$ cat config.mk
export PLATFORM = sky130hd
export DESIGN_NAME = button_debouncer
export DESIGN_NICKNAME = d
export VERILOG_FILES = /design/src/rtl/button_debouncer.sv
export SDC_FILE = /design/constraint.sdc
export NUM_CORES = 1
export LEC_CHECK = 0
export ABC_AREA = 1
export CORE_ASPECT_RATIO = 1.75
export CORE_MARGIN = 2
export CORE_UTILIZATION = 63
export CTS_CLUSTER_SIZE = 28
export DETAILED_ROUTE_END_ITERATION = 10
export HOLD_SLACK_MARGIN = 0.02
export PLACE_DENSITY = 0.8
export REMOVE_ABC_BUFFERS = 1
export SLEW_MARGIN = 30
export SYNTH_ARGS = -nofsm -noshare
export SYNTH_HDL_FRONTEND = slang
export SYNTH_SLANG_ARGS = --single-unit
$ cat constraint.sdc
create_clock -name i_clk -period 2.5 [get_ports i_clk]
set_input_delay 0.75 -clock i_clk [delete_from_list [all_inputs] [get_ports i_clk]]
set_output_delay 0.75 -clock i_clk [all_outputs]
set_load 0.03 [all_outputs]
$ cat src/rtl/button_debouncer.sv
// Push-button front end: synchronises the raw pin, rejects contact bounce with a
// four-state FSM and produces registered press / release / long-press pulses plus
// a debounced pressed level.
module button_debouncer #(
   parameter int unsigned DEBOUNCE_CYCLES = 1_000_000,
   parameter int unsigned LONG_CYCLES     = 50_000_000,
   parameter bit          ACTIVE_LOW      = 1'b1
) (
   input  logic i_clk,
   input  logic i_rst,
   input  logic i_button,
   output logic o_press,
   output logic o_release,
   output logic o_long,
   output logic o_level
);

   localparam int unsigned DcntW = $clog2(DEBOUNCE_CYCLES);
   localparam int unsigned LcntW = $clog2(LONG_CYCLES);

   // Terminal counts; counters stop here, so they never wrap.
   localparam logic [DcntW-1:0] DcntLast = DcntW'(DEBOUNCE_CYCLES - 1);
   localparam logic [LcntW-1:0] LcntLast = LcntW'(LONG_CYCLES - 1);

   typedef enum logic [1:0] {
      StIdle,
      StPressing,
      StHeld,
      StReleasing
   } state_e;

   state_e             state_q;
   logic               sync1_q;
   logic               sync2_q;
   logic [DcntW-1:0]   dcnt_q;
   logic [LcntW-1:0]   lcnt_q;
   logic               long_done_q;
   logic               press_q;
   logic               release_q;
   logic               long_q;
   logic               level_q;

   logic               btn_n;
   logic               s_btn;

   // Normalised so that 1 always means "pressed", whatever the board polarity.
   assign btn_n = i_button ^ ACTIVE_LOW;
   assign s_btn = sync2_q;

   // Two-flop synchroniser bringing the asynchronous pin into the i_clk domain.
   always_ff @(posedge i_clk or posedge i_rst) begin
      if (i_rst) begin
         sync1_q <= 1'b0;
         sync2_q <= 1'b0;
      end else begin
         sync1_q <= btn_n;
         sync2_q <= sync1_q;
      end
   end

   // Debounce FSM with counters and registered single-cycle output pulses.
   always_ff @(posedge i_clk or posedge i_rst) begin
      if (i_rst) begin
         state_q     <= StIdle;
         dcnt_q      <= '0;
         lcnt_q      <= '0;
         long_done_q <= 1'b0;
         press_q     <= 1'b0;
         release_q   <= 1'b0;
         long_q      <= 1'b0;
         level_q     <= 1'b0;
      end else begin
         // Pulses default low so each lasts exactly one cycle.
         press_q   <= 1'b0;
         release_q <= 1'b0;
         long_q    <= 1'b0;

         unique case (state_q)
            StIdle: begin
               if (s_btn) begin
                  state_q <= StPressing;
                  dcnt_q  <= '0;
               end
            end

            StPressing: begin
               if (!s_btn) begin
                  // Bounce: drop back silently and requalify on the next edge.
                  state_q <= StIdle;
               end else if (dcnt_q == DcntLast) begin
                  state_q     <= StHeld;
                  press_q     <= 1'b1;
                  level_q     <= 1'b1;
                  lcnt_q      <= '0;
                  long_done_q <= 1'b0;
               end else begin
                  dcnt_q <= dcnt_q + 1'b1;
               end
            end

            StHeld: begin
               if (!s_btn) begin
                  // Release takes priority over a coincident long terminal count;
                  // lcnt is frozen so a bounce back resumes where it left off.
                  state_q <= StReleasing;
                  dcnt_q  <= '0;
               end else if (!long_done_q) begin
                  if (lcnt_q == LcntLast) begin
                     long_q      <= 1'b1;
                     long_done_q <= 1'b1;
                  end else begin
                     lcnt_q <= lcnt_q + 1'b1;
                  end
               end
            end

            StReleasing: begin
               if (s_btn) begin
                  // Release bounce: still the same press, no new o_press.
                  state_q <= StHeld;
               end else if (dcnt_q == DcntLast) begin
                  state_q   <= StIdle;
                  release_q <= 1'b1;
                  level_q   <= 1'b0;
               end else begin
                  dcnt_q <= dcnt_q + 1'b1;
               end
            end

            default: begin
               state_q <= StIdle;
            end
         endcase
      end
   end

   assign o_press   = press_q;
   assign o_release = release_q;
   assign o_long    = long_q;
   assign o_level   = level_q;

endmodule
==> reports/metrics.cfg <==
[floorplanning]
die_w_microns = 60.88
die_area_sq_mm = 0.006304
core_sq_mm = 0.005540
initial_core_util_pct = 64.39
fp.dieH_microns = 103.5
ios = 7
rows = 36

[clock_tree]
root_buffer = clkbuf_8
clock_sinks = 55
clk_pin_slew_ns = 0.12
cts_resized = 0
cts_max_path_buffers = 2
htree_levels = 2
cts.hold.buffers_added = 0
clock_latency_ns = 0.34
cts_tree = done
numCtsBuffers = 5
cts_setup_buffers = 0

[global_routing]
gr-total-overflow = 0
grt_usage_pct = 33.83
antenna_found_initial = 0
grt_max_degree = 56
grt_pass1_vias = 3530
grt_first_pass_wirelength_microns = 16080

[timing]
worst_pin_slew_ns = 0.6382
slew_viol_final = 0
setup_tns_ns = 0
finalWorstSetupSlack_ns = 0.2294
fin_worst_skew_ns = 0.01754
fin_crit_ns = 2.271
setup-violations-final = 0
rsz0062_at_grt = no
min_period_over_period_pct = 90.82
hold_viol_final = 0
slew_headroom_pct = 57.13
fmax_mhz = 440.4

[logic_synthesis]
synth_ff_type = dfrtp_1
syn_avg_cell_area_sq_um = 6.756
synth_area_sq_mm = 0.003567
async_flop_share_pct = 100.0
synth_cell_type_count = 32
ys_seq_area_share_pct = 38.58
yosys_register_bits = 55
synth-warning-count = 0
yosys-top-cells-area = dfrtp_1, nand2_1, nor2_1, nand3_1, inv_1
synth_edf_count = 0
yosysTopAreaCell = dfrtp_1
synth_top_area_share_pct = 38.58
synthesis.instances = 528

[detailed_routing]
drcViolationCount = 0
dr.pass1.iters = 4
viasPerCell = 5.487
wl_per_cell_microns = 15.30
wl_microns = 9396
drtIter0Drc = 232
final_antenna_net_count = 0
vias = 3369

[critical_path]
critPathLaunchType = flop
cp.buffers_inverters = 1
cp_slowest_cell = dfrtp_1
required_ns = 2.73
crit_family = simple AND/OR/NAND/NOR gates
path_max_fanout = 25
slowest_delay_ns = 0.43
cp.arrival_ns = 2.50
path_cells = ha_1 -> nand3_2 -> nor2_1 -> nand3_1 -> nand2_2 -> buf_4 -> nand2_1 -> o31ai_1
crit_type = flop to flop
cp-end-kind = flop

[layout]
area_growth_pct = 7.892
antennaDiodeCount = 0
fillCellCount = 499
drive_gt1_share_pct = 7.063
fin_nets = 542

[min_path]
hold_path_class = flop to flop

[pwr]
leakage_nw = 1.702
peakVddDrop_mv = 0.4707
powerDensity_mw_per_mm2 = 441.0

[place]
portBuffers = 6
dp_hpwl_microns = 6934
globalplace.congestion = 0.9686
place_ws_ns = 0.2745

[job]
max-cap-violations = 0

[run_status]
status = completed

[worst paths after layout]
check	startpoint	end	slack, ns	cells after the start
min reg2reg	sync1_q	s_btn	0.36	0
min	sync1_q	s_btn	0.36	0
max reg2reg	dcnt_q[1]	dcnt_q[3]	0.23	8
max	dcnt_q[1]	dcnt_q[3]	0.23	8
max in group asynchronous	i_rst	asynchronous set/reset pin	1.46	3
min in group asynchronous	i_rst	lcnt_q[20]	0.77	3
[layout by cell type (no fill, tap or decap)]
master	synthesis	routed
nand3_4	2	2
nand2_2	2	2
o22ai_1	1	1
o21ai_0	15	15
nor2_4	2	2
a31o_2	3	3
clkinvlp_4	0	1
nor3_1	6	6
nand3_1	35	35
xnor2_1	10	10
nor3b_1	1	1
nand2_1	213	213
clkdlybuf4s50_1	0	6
nand3_2	3	3
and3_1	1	1
nand4_1	19	19
inv_1	40	39
nor3_2	1	1
buf_12	0	1
a21oi_1	1	1
inv_4	1	1
nor2_2	4	4
bufinv_16	0	2
dfrtp_1	55	55
o31ai_1	5	5
xor2_1	10	10
inv_2	4	5
nand2_4	1	1
nor2_1	81	81
clkbuf_8	0	5
ha_1	2	2
buf_4	2	4
a22oi_4	1	1
[cell families after synthesis]
logic type	count (synthesis)	share of synthesized area (%)
xor+xnor	20	4.910
buf+inv	54	6.488
fa+ha+maj	2	0.7014
flops	55	38.58
simple gates	371	44.51
compound gates	26	4.805
[final cells by class]
class / instances / area, sq um / share of cell area (%)
Multi-Input combinational cell: 419 / 1959 / 50.91
Sequential cell: 55 / 1376 / 35.76
Inverter: 45 / 171.4 / 4.454
Timing Repair Buffer: 11 / 110.1 / 2.861
Tap cell: 76 / 95.09 / 2.471
Clock buffer: 5 / 68.82 / 1.788
Clock inverter: 3 / 67.56 / 1.756
[state kept, by name, summed over array words and instances, names as in the netlist, named ones only]
register / cells
lcnt_q: 26
dcnt_q: 20
long_done_q: 1
o_level: 1
o_long: 1
o_press: 1
o_release: 1
s_btn: 1
state_q: 1
sync1_q: 1
[cell usage after synthesis (3+ instances only)]
library cell,instances
o31ai_1,5
dfrtp_1,55
nand4_1,19
xnor2_1,10
nor3_1,6
nand3_1,35
nand3_2,3
buf_2,3
inv_1,40
inv_2,4
xor2_1,10
o21ai_0,15
nor2_1,81
nor2_2,4
a31o_2,3
nand2_1,213
[worst reg2reg max path, cell delays in order, from the launching register on]
cell     delay (ns)
dfrtp_1        0.43
ha_1           0.34
nand3_2        0.20
nor2_1         0.19
nand3_1        0.18
nand2_2        0.41
buf_4          0.26
nand2_1        0.06
o31ai_1        0.09
[power breakdown]
| part | switching, mW | internal [mW] | total (mW) |
|---|---|---|---|
| Sequential | 0.0133 | 0.897 | 0.910 |
| Combinational | 0.0466 | 0.0185 | 0.0651 |
| Clock | 0.322 | 0.400 | 0.722 |
| Total | 0.382 | 1.32 | 1.70 |
[stage by stage]
| step | power (mW) | cell area (sq um) | util (%) | hold slack [ns] | cells |
|---|---|---|---|---|---|
| 2_1_floorplan | 0.9654 | 3507 | - | 0.3312 | 519 |
| 3_3_place_gp | 0.9909 | 3712 | 67.01 | 0.3332 | 606 |
| 3_5_place_dp | 0.9935 | 3712 | 67.01 | 0.3410 | 606 |
| 4_1_cts | 1.703 | 3849 | 69.47 | 0.3637 | 614 |
| 5_1_grt | 1.743 | 3849 | 69.47 | 0.3728 | 614 |
| 6_report | 1.697 | 3849 | 69.47 | 0.3612 | 614 |
[routing by layer]
metal  vias up  share of wire [%]  GRT usage [%]
met5         -                  0              0
met4         0                6.1          20.34
met3        41                2.6          5.743
met2        79                 56          59.29
met1      1556                 35          35.12
li1       1693                  -              -
Power figures use the tool's default switching activity.
